$ cat src/rtl/bin2bcd_seq.sv
// bin2bcd_seq: sequential binary-to-BCD converter (shift-add-3), one input bit per clock
//   clk      in   system clock, rising edge
//   rst_n    in   asynchronous active-low reset
//   i_start  in   conversion request, sampled only while o_busy is low
//   i_bin    in   unsigned binary value, captured on the accepting edge
//   o_busy   out  high while a conversion is in progress
//   o_valid  out  one-cycle pulse when o_bcd/o_ovf have just been updated
//   o_bcd    out  packed BCD, ones digit in [3:0], held between conversions
//   o_ovf    out  last captured value exceeded 10^DIGITS-1, held with o_bcd
module bin2bcd_seq #(
    parameter int BIN_W  = 13,
    parameter int DIGITS = 4
) (
    input  logic                  clk,
    input  logic                  rst_n,
    input  logic                  i_start,
    input  logic [BIN_W-1:0]      i_bin,
    output logic                  o_busy,
    output logic                  o_valid,
    output logic [4*DIGITS-1:0]   o_bcd,
    output logic                  o_ovf
);
    localparam int BCD_W = 4*DIGITS;
    localparam int ACC_W = BCD_W+1;
    localparam int CNT_W = $clog2(BIN_W+1);

    function automatic logic [63:0] pow10(input int n);
        logic [63:0] r;
        r = 64'd1;
        for (int i = 0; i < n; i++) r = r*64'd10;
        return r;
    endfunction

    localparam logic [63:0] MAX_VAL = pow10(DIGITS)-64'd1;

    typedef enum logic {IDLE, SHIFT} state_t;

    state_t             r_state;
    logic [BIN_W-1:0]   r_sh;
    logic [ACC_W-1:0]   r_acc;
    logic [CNT_W-1:0]   r_cnt;
    logic               r_ovf_cap;
    logic               r_busy;
    logic               r_valid;
    logic [BCD_W-1:0]   r_bcd;
    logic               r_ovf;

    logic [BCD_W-1:0]   w_adj;
    logic [ACC_W-1:0]   w_acc_nx;
    logic               w_ovf;

    for (genvar d = 0; d < DIGITS; d++) begin : g_adj
        assign w_adj[4*d+:4] = (r_acc[4*d+:4] >= 4'd5) ? r_acc[4*d+:4]+4'd3 : r_acc[4*d+:4];
    end

    // Top accumulator bit is a sticky carry: once a digit overflows out of the
    // BCD field it stays set, forcing saturation even if ovf_cap were clear.
    assign w_acc_nx = {r_acc[ACC_W-1] | w_adj[BCD_W-1], w_adj[BCD_W-2:0], r_sh[BIN_W-1]};
    assign w_ovf    = 64'(i_bin) > MAX_VAL;

    always_ff @(posedge clk or negedge rst_n) begin
        if (!rst_n) begin
            r_state   <= IDLE;
            r_sh      <= '0;
            r_acc     <= '0;
            r_cnt     <= '0;
            r_ovf_cap <= 1'b0;
            r_busy    <= 1'b0;
            r_valid   <= 1'b0;
            r_bcd     <= '0;
            r_ovf     <= 1'b0;
        end else begin
            r_valid <= 1'b0;
            if (r_state == IDLE) begin
                if (i_start) begin
                    r_sh      <= i_bin;
                    r_acc     <= '0;
                    r_cnt     <= CNT_W'(BIN_W);
                    r_ovf_cap <= w_ovf;
                    r_busy    <= 1'b1;
                    r_state   <= SHIFT;
                end
            end else begin
                r_acc <= w_acc_nx;
                r_sh  <= {r_sh[BIN_W-2:0], 1'b0};
                r_cnt <= r_cnt-1'b1;
                if (r_cnt == CNT_W'(1)) begin
                    r_state <= IDLE;
                    r_busy  <= 1'b0;
                    r_valid <= 1'b1;
                    r_bcd   <= (r_ovf_cap || w_acc_nx[ACC_W-1]) ? {DIGITS{4'h9}} : w_acc_nx[BCD_W-1:0];
                    r_ovf   <= r_ovf_cap;
                end
            end
        end
    end

    assign o_busy  = r_busy;
    assign o_valid = r_valid;
    assign o_bcd   = r_bcd;
    assign o_ovf   = r_ovf;
endmodule

$ cat config.mk
export PLATFORM = sky130hd
export DESIGN_NAME = bin2bcd_seq
export DESIGN_NICKNAME = d
export VERILOG_FILES = /design/src/rtl/bin2bcd_seq.sv
export SDC_FILE = /design/constraint.sdc
export NUM_CORES = 1
export LEC_CHECK = 0
export BUFFER_PORTS_ARGS = -buffer_cell sky130_fd_sc_hd__buf_2
export CORE_MARGIN = 10
export CORE_UTILIZATION = 45
export DETAILED_ROUTE_END_ITERATION = 8
export PLACE_DENSITY = 0.67
export SETUP_SLACK_MARGIN = 0.15
export SYNTH_ARGS = -nofsm -noshare
export SYNTH_HDL_FRONTEND = slang
export SYNTH_SLANG_ARGS = --single-unit
$ cat constraint.sdc
create_clock -name clk -period 1.6 [get_ports clk]
set_clock_uncertainty 0.1 [all_clocks]
set_input_delay 0.24 -clock clk [delete_from_list [all_inputs] [get_ports clk]]
set_output_delay 0.24 -clock clk [all_outputs]
set_load 0.01 [all_outputs]
Yosys cells after proc, flatten, opt, wreduce, memory -nomap -nowiden
Index checks and enable logic that the tools add are counted.

storage, ports and cells
  register bits = 53
  output and inout bits = 19
  logic and storage cells = 41

cells by class
  add/sub/neg operators = 5
  order comparisons = 4
  equal/unequal tests = 2
  multiplexer cells = 19
  bitwise gates (word level) = 1
  reductions and logical operators = 3

operators by type and width
  cell                   count
  $mux W17               2
  $mux W13               2
  $mux W4                6
  $add A4 B2 Y4 const B  4
  $ge A4 B3 Y1 const B   4
  $mux W16               1
  $mux W1                8
  $eq A4 B1 Y1 const B   1
  $reduce_and A2 Y1      2
  $sub A4 B1 Y4 const B  1
  $ne A2 B1 Y1 const B   1
  $reduce_bool A2 Y1     1
  $or A1 B1 Y1           1

Longest topological paths before layout
  depth in word-level cells = 4
  gate-level depth with buffers = 8
  mapped depth without buffers = 6

Worst setup path before layout
Ideal clock, no wire load.

  kind = reg-to-reg
  start = reg r_acc[12]
  end = reg r_bcd[2], in the netlist o_bcd[2]
  arrival = 1.533 ns
  slack = -0.153 ns
  cell stages (with the launch flop) = 8
  cell sequence = dfrtp_1 > inv_1 > ha_1 > nand2b_1 > nand2_1 > o31a_1 > clkbuf_1 > a31o_2

on the way
  cells in the longest elaborated chain, start to end = 4
  elaborated cells between the ends (all ways) = 5
  classes of those cells = add/sub (1); order compare (1); mux (2); bitwise (1)

ends and longest elaborated chain
  element                                        line  text
  start: declaration                             40    logic [ACC_W-1:0] r_acc;
  start signal: assignment                       84    r_acc <= w_acc_nx;
  $add A4 B2 Y4 or $ge A4 B3 Y1 (tied branches)  53    assign w_adj[4*d+:4] = (r_acc[4*d+:4] >= 4'd5) ? r_acc[4*d+:4]+4'd3 : r_acc[4*d+:4];
  $mux W4 *                                      53
  $or A1 B1 Y1 *                                 58    assign w_acc_nx = {r_acc[ACC_W-1] | w_adj[BCD_W-1], w_adj[BCD_W-2:0], r_sh[BIN_W-1]};
  $mux W16 *                                     91    r_bcd <= (r_ovf_cap || w_acc_nx[ACC_W-1]) ? {DIGITS{4'h9}} : w_acc_nx[BCD_W-1:0];
  end signal: assignment                         91
  end: declaration                               45    logic [BCD_W-1:0] r_bcd;

Every way passes the cells marked *; elsewhere a longest branch is shown, timed or not.
A chain may end at the register's enable or synchronous reset.

Worst setup path after layout
  start = reg r_cnt[1]
  end = reg r_bcd[10], in the netlist o_bcd[10]

on the way
  cells in the longest elaborated chain, start to end = 2

ends and longest elaborated chain
  element                      line  text
  start: declaration           41    logic [CNT_W-1:0] r_cnt;
  start signal: assignment     78    r_cnt <= CNT_W'(BIN_W);
  start signal: assignment     86    r_cnt <= r_cnt-1'b1;
  $eq A4 B1 Y1                 87    if (r_cnt == CNT_W'(1)) begin
  $reduce_and A2 Y1 (no line)  n/a

No other way between the ends.

==> out/qor.csv <==
stage,metric,value,unit
status,outcome,finished with violations,
status,violations,negative setup slack,
clock_network,cts_buffer_depth,2,
drt,wl,6.234,mm
timing,slew_violations,0,
yosys,netlist_area,2531,µm²
clock_network,cts_sinks,53,
pwr,p_leak,1.645,nW
yosys,yosys_warnings,0,
die,die_h,95,µm
pwr,power_density,2100,nW/µm²
hold_path,hp-class,in2reg,
critical_path,critical_path_class,reg2reg,
pwr,power,7.724,mW
drt,num_vias,2114,
timing,timing.final.hold_violations,0,
layout,diodes,0,
critical_path,start_kind,flop,
critical_path,cp_cell_sequence,inv_2 -> ha_1 -> or4b_4 -> buf_6 -> o31ai_2,
placement,portBuffers,33,
clock_network,cts_made_buffers,5,
critical_path,crit_slowest_cell,or4b_4,
timing,period_minus_slack,1695,ps
layout,nNetsFinal,354,
yosys,ys_ff_latch,53,
die,die_w,95,µm
critical_path,arrival,1820,ps
critical_path,crit_required,1720,ps
die,initial_core_util,46.25,%
yosys,synth_area_per_cell,10.00,µm²
critical_path,critPathBufInv,2,
die,dieArea,9025,µm²
timing,setup_viol,19,
job,drv_cap,0,
drt,drt-wirelength-per-cell,15.59,µm
clock_network,clk_pin_slew,100,ps
layout,final_area,3679,µm²
global_route,grt_pass1_vias,2076,
placement,gp_congestion,0.7231,
placement,hpwl,4.030,mm
timing,clock.fmax,0.5898,GHz
global_route,antenna_found_initial,0,
drt,drc,0,
timing,setup_ws,-95.40,ps
timing,worst_pin_slew,517.5,ps
yosys,synth_cell_types,28,
critical_path,crit_family,simple AND/OR/NAND/NOR gates,
critical_path,crit_path_end_kind,flop,
yosys,synthCells,253,
critical_path,path_max_fanout,12,
placement,dpl_cell_area,3092,µm²
die,ios,35,
pwr,peakVddDrop,0.0009410,V
global_route,grt_max_degree,39,
timing,fin_crit_sh,106.0,%
die,rows,27,
yosys,yosysSeqAreaShare,52.40,%
drt,drt_pre_antenna_iters,4,
global_route,track_usage,13.23,%
yosys,synth_nets,279,
clock_network,root_buffer,clkbuf_8,
layout,drive_gt1_share,47.87,%
timing,hold_ws,88.71,ps
placement,place_inst,371,
drt,drt_iter0_drc,105,
timing,slew_headroom,65.50,%
layout,instances_no_fill,400,
global_route,grt_first_pass_wirelength,9.653,mm
layout,num-fill-cells,424,
die,core,5473,µm²
drt,ant_nets,0,
global_route,grt.overflow.total,0,
critical_path,critical_path.max_stage_delay,510,ps
clock_network,h-tree-depth,2,
clock_network,clock_latency,310,ps
clock_network,cts_tree,yes,
timing,rsz0062_at_grt,true,
drt,via_per_inst,5.285,
layout,syn_to_final_growth,45.33,%
==> layer usage <==
metal  part of all wire (%)  track usage [%]
met1                     43            15.98
met2                     50            22.25
met3                    6.2            4.362
met4                    1.2            3.367
met5                      0                0
==> path summary, 6_finish.rpt <==
path / slack, ps / endpoint / cells after the start / startpoint
worst max-delay path: -100 / o_bcd[10]$_DFFE_PN0P_ / 5 / r_cnt[1]$_DFFE_PN0P_
min in group asynchronous: 340 / r_acc[15]$_DFFE_PN0P_ / 2 / rst_n
max in group asynchronous: 580 / r_acc[12]$_DFFE_PN0P_ / 3 / rst_n
worst min-delay path: 90 / r_sh[0]$_DFFE_PN0P_ / 3 / i_bin[0]
worst max register to register: -100 / o_bcd[10]$_DFFE_PN0P_ / 5 / r_cnt[1]$_DFFE_PN0P_
worst min register to register: 390 / o_bcd[9]$_DFFE_PN0P_ / 2 / o_bcd[9]$_DFFE_PN0P_
==> stage by stage <==
stage | TNS [ps] | util, % | worst slack [ps]
2_1_floorplan | -923.7 | - | -88.81
3_3_place_gp | -1062 | 56.49 | -99.36
3_5_place_dp | -1997 | 56.49 | -177.5
4_1_cts | -1013 | 62.64 | -81.73
5_1_grt | -2581 | 67.22 | -165.6
6_report | -1054 | 67.22 | -95.40
==> power by group <==
group / switching (mW) / internal, mW / total (mW)
Combinational: 2.09 / 2.43 / 4.53
Sequential: 0.513 / 1.90 / 2.41
Clock: 0.440 / 0.343 / 0.784
==> kinds of logic after synthesis <==
logic type                 count (synthesis)  synth area share [%]
and+or+nand+nor                           69                 12.60
xor gates and xnor gates                   6                 2.076
DFF                                       53                 52.40
AOI/OAI and AO/OA                         68                 15.92
muxes                                     17                 6.871
buffers and inverters                     29                 5.042
other                                      1                0.1482
adders and majority gates                 10                 4.943
==> repair_timing <==
item | CTS | global route
pin swaps | 9 | 11
resized for setup | 27 | 45
hold buffers | 1 | 0
setup buffers | 14 | 6
cloned | 0 | 1
setup endpoints to repair | 28 | 33
endpoints found under the hold margin | 17 | 0
==> cells in the final DEF, fill, tap and decap left out, drive strengths merged, types with 7 or more instances in the layout <==
cell	synthesis	layout
a21oi	18	18
o31ai	8	8
o22ai	14	14
dfrtp	53	53
a31oi	7	7
buf	6	84
mux2i	14	14
o21ai	16	16
nor3b	8	8
inv	12	12
ha	10	10
nor2	14	14
nand2	34	34
==> cell usage after synthesis <==
cell type	n	area, µm²
a21o_1	2	15.01
a21oi_1	18	90.09
a31o_1	1	8.760
a31o_2	1	8.760
a31oi_1	7	43.79
and2_0	2	12.51
buf_2	3	15.01
buf_4	2	15.01
buf_6	1	11.26
clkbuf_1	11	41.29
conb_1	1	3.750
dfrtp_1	53	1326
ha_1	10	125.1
inv_1	10	37.54
inv_2	2	7.510
mux2_2	3	33.78
mux2i_1	14	140.1
nand2_1	34	127.6
nand2b_1	5	31.28
nor2_1	14	52.55
nor3_1	5	25.02
nor3b_1	8	60.06
o21ai_0	16	80.08
o22ai_1	14	87.58
o31a_1	1	8.760
o31ai_1	8	60.06
or4b_1	1	10.01
xnor2_1	6	52.55
==> state kept, by name, indices dropped and copies added, names as in the netlist <==
signal	flops
r_acc	17
o_bcd	16
r_sh	13
r_cnt	4
o_busy	1
o_valid	1
r_state	1
==> worst register-to-register path, delay by kind of cell (launching register included) <==
family / cells / cell delay (ps)
simple gates: 1 / 510
flops: 1 / 390
compound gates: 1 / 250
buf+inv: 2 / 240
fa+ha+maj: 1 / 130
==> area by class of cell <==
type,instances,area [µm²],area share (%)
clock buffers,6,82.58,2.245
clock inverters,1,7.507,0.2041
inverters,12,47.55,1.293
multi-input cells,171,1473,40.03
flip-flops and latches,53,1329,36.12
well taps,72,90.09,2.449
repair buffers,85,649.4,17.65
No activity file was read; power rests on OpenSTA's default activity.
